### src/rtl/uart_rx.sv
// rtl/uart_rx.sv - UART receiver with 16x oversampling, mid-bit sampling and error strobes
//
// Receives LSB-first frames of DATA_W data bits and one stop bit from an
// asynchronous serial line. Optional build macro UART_RX_PARITY_EN adds one
// even-parity bit between the data bits and the stop bit.
//
// Ports:
//   clk        system clock, all state on rising edge
//   rst        asynchronous active-low reset
//   b_tick     oversample strobe at OVS x baud, one clk wide
//   rx         serial line, asynchronous, idle high
//   rx_data    last accepted byte
//   rx_done    one-cycle strobe, rx_data updated
//   rx_busy    high while a frame is in progress
//   frame_err  one-cycle strobe, stop bit sampled low
//   parity_err one-cycle strobe, parity mismatch (constant 0 without UART_RX_PARITY_EN)

module uart_rx #(
  parameter int DATA_W = 8,
  parameter int OVS    = 16
) (
  input  logic              clk,
  input  logic              rst,
  input  logic              b_tick,
  input  logic              rx,
  output logic [DATA_W-1:0] rx_data,
  output logic              rx_done,
  output logic              rx_busy,
  output logic              frame_err,
  output logic              parity_err
);

  localparam int TW = $clog2(OVS);
  localparam int BW = (DATA_W > 1) ? $clog2(DATA_W) : 1;
  localparam logic [TW-1:0] T_HALF = TW'(OVS / 2 - 1);
  localparam logic [TW-1:0] T_LAST = TW'(OVS - 1);
  localparam logic [BW-1:0] B_LAST = BW'(DATA_W - 1);

`ifdef UART_RX_PARITY_EN
  typedef enum logic [2:0] {S_IDLE, S_START, S_DATA, S_PARITY, S_STOP} state_t;
`else
  typedef enum logic [2:0] {S_IDLE, S_START, S_DATA, S_STOP} state_t;
`endif

  state_t            state, state_n;
  logic              rx_s1, rx_s2, rx_prev;
  logic              fall;
  logic [TW-1:0]     tcnt, tcnt_n;
  logic [BW-1:0]     bcnt, bcnt_n;
  logic [DATA_W-1:0] shreg, shreg_n;
  logic [DATA_W-1:0] data_n;
  logic              done_n, ferr_n;
`ifdef UART_RX_PARITY_EN
  logic              par_bad, par_bad_n;
  logic              perr_q, perr_n;
`endif

  // Synchroniser resets high so a released reset never looks like a start edge.
  always_ff @(posedge clk or negedge rst) begin
    if (!rst) begin
      rx_s1   <= 1'b1;
      rx_s2   <= 1'b1;
      rx_prev <= 1'b1;
    end else begin
      rx_s1   <= rx;
      rx_s2   <= rx_s1;
      rx_prev <= rx_s2;
    end
  end

  assign fall    = rx_prev & ~rx_s2;
  assign rx_busy = (state != S_IDLE);

  always_ff @(posedge clk or negedge rst) begin
    if (!rst) begin
      state     <= S_IDLE;
      tcnt      <= '0;
      bcnt      <= '0;
      shreg     <= '0;
      rx_data   <= '0;
      rx_done   <= 1'b0;
      frame_err <= 1'b0;
`ifdef UART_RX_PARITY_EN
      par_bad   <= 1'b0;
      perr_q    <= 1'b0;
`endif
    end else begin
      state     <= state_n;
      tcnt      <= tcnt_n;
      bcnt      <= bcnt_n;
      shreg     <= shreg_n;
      rx_data   <= data_n;
      rx_done   <= done_n;
      frame_err <= ferr_n;
`ifdef UART_RX_PARITY_EN
      par_bad   <= par_bad_n;
      perr_q    <= perr_n;
`endif
    end
  end

`ifdef UART_RX_PARITY_EN
  assign parity_err = perr_q;
`else
  assign parity_err = 1'b0;
`endif

  always_comb begin
    state_n   = state;
    tcnt_n    = tcnt;
    bcnt_n    = bcnt;
    shreg_n   = shreg;
    data_n    = rx_data;
    done_n    = 1'b0;
    ferr_n    = 1'b0;
`ifdef UART_RX_PARITY_EN
    par_bad_n = par_bad;
    perr_n    = 1'b0;
`endif
    case (state)
      S_IDLE: begin
        if (fall) begin
          state_n = S_START;
          tcnt_n  = '0;
        end
      end
      S_START: begin
        if (b_tick) begin
          if (tcnt == T_HALF) begin
            tcnt_n = '0;
            if (!rx_s2) begin
              state_n = S_DATA;
              bcnt_n  = '0;
`ifdef UART_RX_PARITY_EN
              par_bad_n = 1'b0;
`endif
            end else begin
              // Line went back high before mid-start: treat as a glitch.
              state_n = S_IDLE;
            end
          end else begin
            tcnt_n = tcnt + TW'(1);
          end
        end
      end
      S_DATA: begin
        if (b_tick) begin
          if (tcnt == T_LAST) begin
            tcnt_n  = '0;
            shreg_n = {rx_s2, shreg[DATA_W-1:1]};
            if (bcnt == B_LAST) begin
`ifdef UART_RX_PARITY_EN
              state_n = S_PARITY;
`else
              state_n = S_STOP;
`endif
            end else begin
              bcnt_n = bcnt + BW'(1);
            end
          end else begin
            tcnt_n = tcnt + TW'(1);
          end
        end
      end
`ifdef UART_RX_PARITY_EN
      S_PARITY: begin
        if (b_tick) begin
          if (tcnt == T_LAST) begin
            tcnt_n    = '0;
            par_bad_n = rx_s2 ^ (^shreg);
            state_n   = S_STOP;
          end else begin
            tcnt_n = tcnt + TW'(1);
          end
        end
      end
`endif
      S_STOP: begin
        if (b_tick) begin
          if (tcnt == T_LAST) begin
            // Leave at mid-stop so a start edge right after a single stop bit is seen.
            tcnt_n  = '0;
            state_n = S_IDLE;
            if (rx_s2) begin
              data_n = shreg;
              done_n = 1'b1;
`ifdef UART_RX_PARITY_EN
              perr_n = par_bad;
`endif
            end else begin
              ferr_n = 1'b1;
            end
          end else begin
            tcnt_n = tcnt + TW'(1);
          end
        end
      end
      default: state_n = S_IDLE;
    endcase
  end

endmodule

### config.mk
export PLATFORM = sky130hd
export DESIGN_NAME = uart_rx
export DESIGN_NICKNAME = d
export VERILOG_FILES = /design/src/rtl/uart_rx.sv
export SDC_FILE = /design/constraint.sdc
export NUM_CORES = 1
export LEC_CHECK = 0
export BUFFER_PORTS_ARGS = -buffer_cell sky130_fd_sc_hd__buf_2
export CAP_MARGIN = 25
export CORE_MARGIN = 8
export CORE_UTILIZATION = 45
export DETAILED_ROUTE_END_ITERATION = 7
export PLACE_DENSITY = 0.72
export RECOVER_POWER = 100
export SLEW_MARGIN = 40
export SYNTH_ARGS = -nofsm -noshare
export SYNTH_HDL_FRONTEND = slang
export SYNTH_SLANG_ARGS = --single-unit
### constraint.sdc
create_clock -name clk -period 2.4 [get_ports clk]
set_clock_uncertainty 0.15 [all_clocks]
set_input_delay 0.24 -clock clk [delete_from_list [all_inputs] [get_ports clk]]
set_output_delay 0.24 -clock clk [all_outputs]
set_load 0.005 [all_outputs]
Word-level counts from Yosys, hierarchy flattened
Cells that the tools add are included.
{"block": "totals", "in_bits": 4, "regBits": 31}
{"block": "classes", "n_bitwise": 2, "reduce_logical": 10, "eq_ne": 17, "n_addsub": 2, "muxes": 31}
{"operator": "$mux W3", "n": 14}
{"operator": "$mux W4", "n": 5}
{"operator": "$ne A2 B2 Y1 const B", "n": 10}
{"operator": "$pmux W3 S4", "n": 1}
{"operator": "$pmux W4 S3", "n": 1}
{"operator": "$mux W1", "n": 8}
{"operator": "$reduce_and A4 Y1", "n": 2}
{"operator": "$reduce_and A8 Y1", "n": 1}
{"operator": "$reduce_and A7 Y1", "n": 1}
{"operator": "$eq A3 B2 Y1 const B", "n": 2}
{"operator": "$pmux W3 S2", "n": 1}
{"operator": "$reduce_bool A3 Y1", "n": 2}
{"operator": "$add A4 B1 Y4 const B", "n": 1}
{"operator": "$eq A4 B3 Y1 const B", "n": 1}
{"operator": "$eq A4 B4 Y1 const B", "n": 1}
{"operator": "$add A3 B1 Y3 const B", "n": 1}
{"operator": "$eq A3 B1 Y1 const B", "n": 1}
{"operator": "$eq A3 B3 Y1 const B", "n": 1}
{"operator": "$logic_not A3 Y1", "n": 1}
{"operator": "$reduce_and A3 Y1", "n": 1}
{"operator": "$mux W2", "n": 1}
{"operator": "$ne A2 B1 Y1 const B", "n": 1}
{"operator": "$reduce_bool A2 Y1", "n": 1}
{"operator": "$reduce_or A2 Y1", "n": 1}
{"operator": "other kinds (2)", "n": 2}

Longest topological paths before layout
{"block": "depth", "depth_word": 5, "depth_mapped": 5, "depth_no_buf": 5}

Worst setup path after synthesis
OpenSTA, ideal clock, no wires.
{"block": "synth_path", "path_kind": "reg-to-reg", "startpoint": "register tcnt[0]", "endpoint": "register shreg[0]", "stages_incl_launch_ff": 5, "setup_slack_ps": 678, "arrival_time_ps": 1447, "required_time_ps": 2125, "period_less_slack_ps": 1722, "path_cell_list": "dfrtp_1 > ha_1 > nand3_4 > nor3_4 > mux2_2"}
{"block": "synth_via", "elab_chain_len": 2}
{"element": "start, declared", "line_no": "48", "text": "logic [TW-1:0] tcnt, tcnt_n;"}
{"element": "start signal, assigned", "line_no": "89", "text": "tcnt <= tcnt_n;"}
{"element": "$eq A4 B4 Y1", "line_no": "148", "text": "if (tcnt == T_LAST) begin"}
{"element": "$reduce_and A3 Y1 (no source line)"}
{"element": "end signal, assigned", "line_no": "91", "text": "shreg <= shreg_n;"}
{"element": "end, declared", "line_no": "50", "text": "logic [DATA_W-1:0] shreg, shreg_n;"}
No other way between the ends.
A chain may end at the register's enable or synchronous reset.

Worst setup path in the final report
{"block": "layout_path", "startpoint": "register tcnt[0]", "endpoint": "register shreg[3]"}
Same word-level chain as after synthesis.

==> run_results.csv <==
group,metric,value,unit
sta,tns,0,ps
sta,slew_violations,0,
worst_setup_path,cp-start-kind,"flip-flop",
worst_hold_path,min_to,"tcnt[2]",
placed_design,portBuffers,14,
clocking,post_cts_resized,0,
floorplan,die_height,71.20,um
power,p_leak,0.0006955,uW
synth,synthesis.nets,115,
final_layout,fill_cells,270,
drt,drc,0,
floorplan,rows,20,
synth,synthFlopType,"dfrtp_1",
final_layout,utilization,50.00,%
sta,setup_violations,0,
clocking,root_buffer,"clkbuf_4",
worst_setup_path,worstPathMaxFanout,8,
sta,rsz0062_at_grt,"false",
drt,drt_iter0_drc,70,
drt,routed_via_density,5.516,
drt,ant_nets,0,
worst_hold_path,holdPathStages,3,
clocking,cts_setup_buffers,0,
floorplan,initial_core_util,46.05,%
final_layout,n_antenna_cell,0,
sta,finalHoldViolations,0,
worst_setup_path,critPathKind,"reg2reg",
final_layout,drive_above_1_share,26.56,%
worst_setup_path,worstReg2RegEnd,"shreg[3]",
synth,synth_top_area_cell,"dfrtp_1",
worst_setup_path,reg2reg_from,"tcnt[0]",
sta,timing.fmax,486.8,MHz
synth,netlist_area,0.001371,sq mm
worst_setup_path,required,2480,ps
clocking,h-tree-depth,2,
global_route,grt_usage,11.45,%
worst_setup_path,reg2reg_slack,350,ps
final_layout,nNetsFinal,134,
drt,vias,888,
clocking,cts_tree,"done",
worst_setup_path,reg2reg_depth,4,
floorplan,dieArea,0.005069,sq mm
sta,period_needed,2054,ps
drt,dr.pass1.iters,4,
synth,synth_top_cell_area_share,49.27,%
floorplan,fp.dieW,71.20,um
power,vdd.ir_drop.worst,0.3755,mV
global_route,grt.overflow.total,0,
floorplan,design.core.area,0.002978,sq mm
sta,hold_ws,124.6,ps
clocking,cts_hold_buf,2,
synth,synth_cells,108,
final_layout,multi_input_area,533.0,sq um
worst_setup_path,arrival,2130,ps
clocking,clk_latency,340,ps
worst_hold_path,hp-start,"b_tick",
flow_run,drv_cap,0,
synth,synthTopCellsByArea,"dfrtp_1 49%, mux2_2 13%, dfstp_2 5.7%",
clocking,cts.path.max_buffers,2,
power,power_density,803.6,mW/mm^2
worst_setup_path,end_kind,"flip-flop",
final_layout,area_delta_synth_final,8.577,%
final_layout,fin_cells,161,
synth,synth_most_common_cell,"dfrtp_1",
power,p_total,1196,uW
placed_design,gp_congestion,0.8698,
sta,worstMarginPinSlew,714.9,ps
placed_design,placed_cells,151,
clocking,clkTransAtPathRegs,100,ps
synth,synth_seq_area_share,55.02,%
clocking,cts_made_buffers,5,
drt,wirelength,2520,um
synth,avgSynthCellArea,12.70,sq um
status,outcome,"finished, final reports clean",
synth,ys.warnings.count,0,
floorplan,ios,16,
sta,slew_headroom,51.90,%
drt,wl_per_cell,15.65,um
clocking,cts_sinks,30,
global_route,grt_pass1_vias,974,
placed_design,dp.final_hpwl,1740,um
global_route,grt_max_degree,31,
synth,synth_edf_count,0,
synth,synth_cell_types,37,
synth,synth_commonest_cells,"27 x dfrtp_1, 16 x mux2_2, 7 x o21ai_0",
sta,fin_crit_sh,85.60,%
worst_hold_path,hp-class,"in2reg",
synth,async_reset_ff_share,100.0,%
final_layout,ff_latch_area,754.5,sq um
global_route,antenna_found_initial,0,
synth,ys_seq_elements,30,
global_route,grt_pass1_wl,4519,um
## cell type report
class	count	share of cell area, %
clock buffer	6	3.445
timing repair buffer	16	5.210
inverter	5	1.261
sequential	30	50.67
clock inverter	2	0.8403
tap	33	2.773
multi-input combinational	69	35.80
## routing by layer
layer,GRT usage [%],vias to the layer above,part of all wire [%]
li1,-,424,-
met1,13.18,430,44
met2,17.14,27,47
met3,5.508,7,6.5
met4,6.005,0,2.5
met5,0,-,0
## cell usage in the layout (no fill, tap or decap), drive strengths merged, types with 2 or more instances in the layout
master       count
dfrtp           27
buf              4
nand3            6
ha               3
o211ai           3
or3              2
mux2i            2
dlygate4sd3      2
a21oi            2
dfstp            3
mux2            16
inv              5
nor2             4
nand2            4
and3             3
o21ai            7
clkbuf          16
## flip-flops by register name, summed over array words and instances, names as in the netlist
name	flops
rx_data	8
tcnt	4
state	2
rx_done	1
rx_s2	1
shreg	8
rx_prev	1
frame_err	1
bcnt	3
rx_s1	1
## stage by stage
stage,setup WS (ps),area [sq um]
detailed placement,506.5,1454
global placement,568.4,1454
CTS,494.8,1538
finish,345.7,1489
floorplan,678.2,1371
global route,231.8,1489
## critical path, cell delays in order, from the launching register on
cell	delay (ps)
dfrtp_1	410
ha_1	300
nand3_1	150
nor3_2	530
mux2_2	410
## power breakdown
part / internal, uW / switching [uW]
registers: 561 / 98.8
clock network: 141 / 184
logic: 94.9 / 116
total: 797 / 400
## cell families after synthesis
family | after synthesis | synth area share [%]
DFF | 30 | 55.02
and+or+nand+nor | 28 | 14.33
AOI/OAI and AO/OA | 18 | 8.942
muxes | 18 | 14.60
buffers and inverters | 9 | 3.467
adders and majority gates | 3 | 2.738
other | 1 | 0.2735
xor gates and xnor gates | 1 | 0.6388
## worst max path at each step
stage | slack, ps | to | cells past startpoint | from
after floorplan | 680 | shreg[0] | 4 | tcnt[0]
after global placement | 570 | shreg[3] | 4 | tcnt[1]
after detailed placement | 510 | shreg[3] | 4 | tcnt[0]
after CTS | 490 | shreg[3] | 4 | tcnt[0]
after global routing | 230 | shreg[3] | 4 | tcnt[0]
final | 350 | shreg[3] | 4 | tcnt[0]
Note: power is estimated with default switching activity, not from simulation.
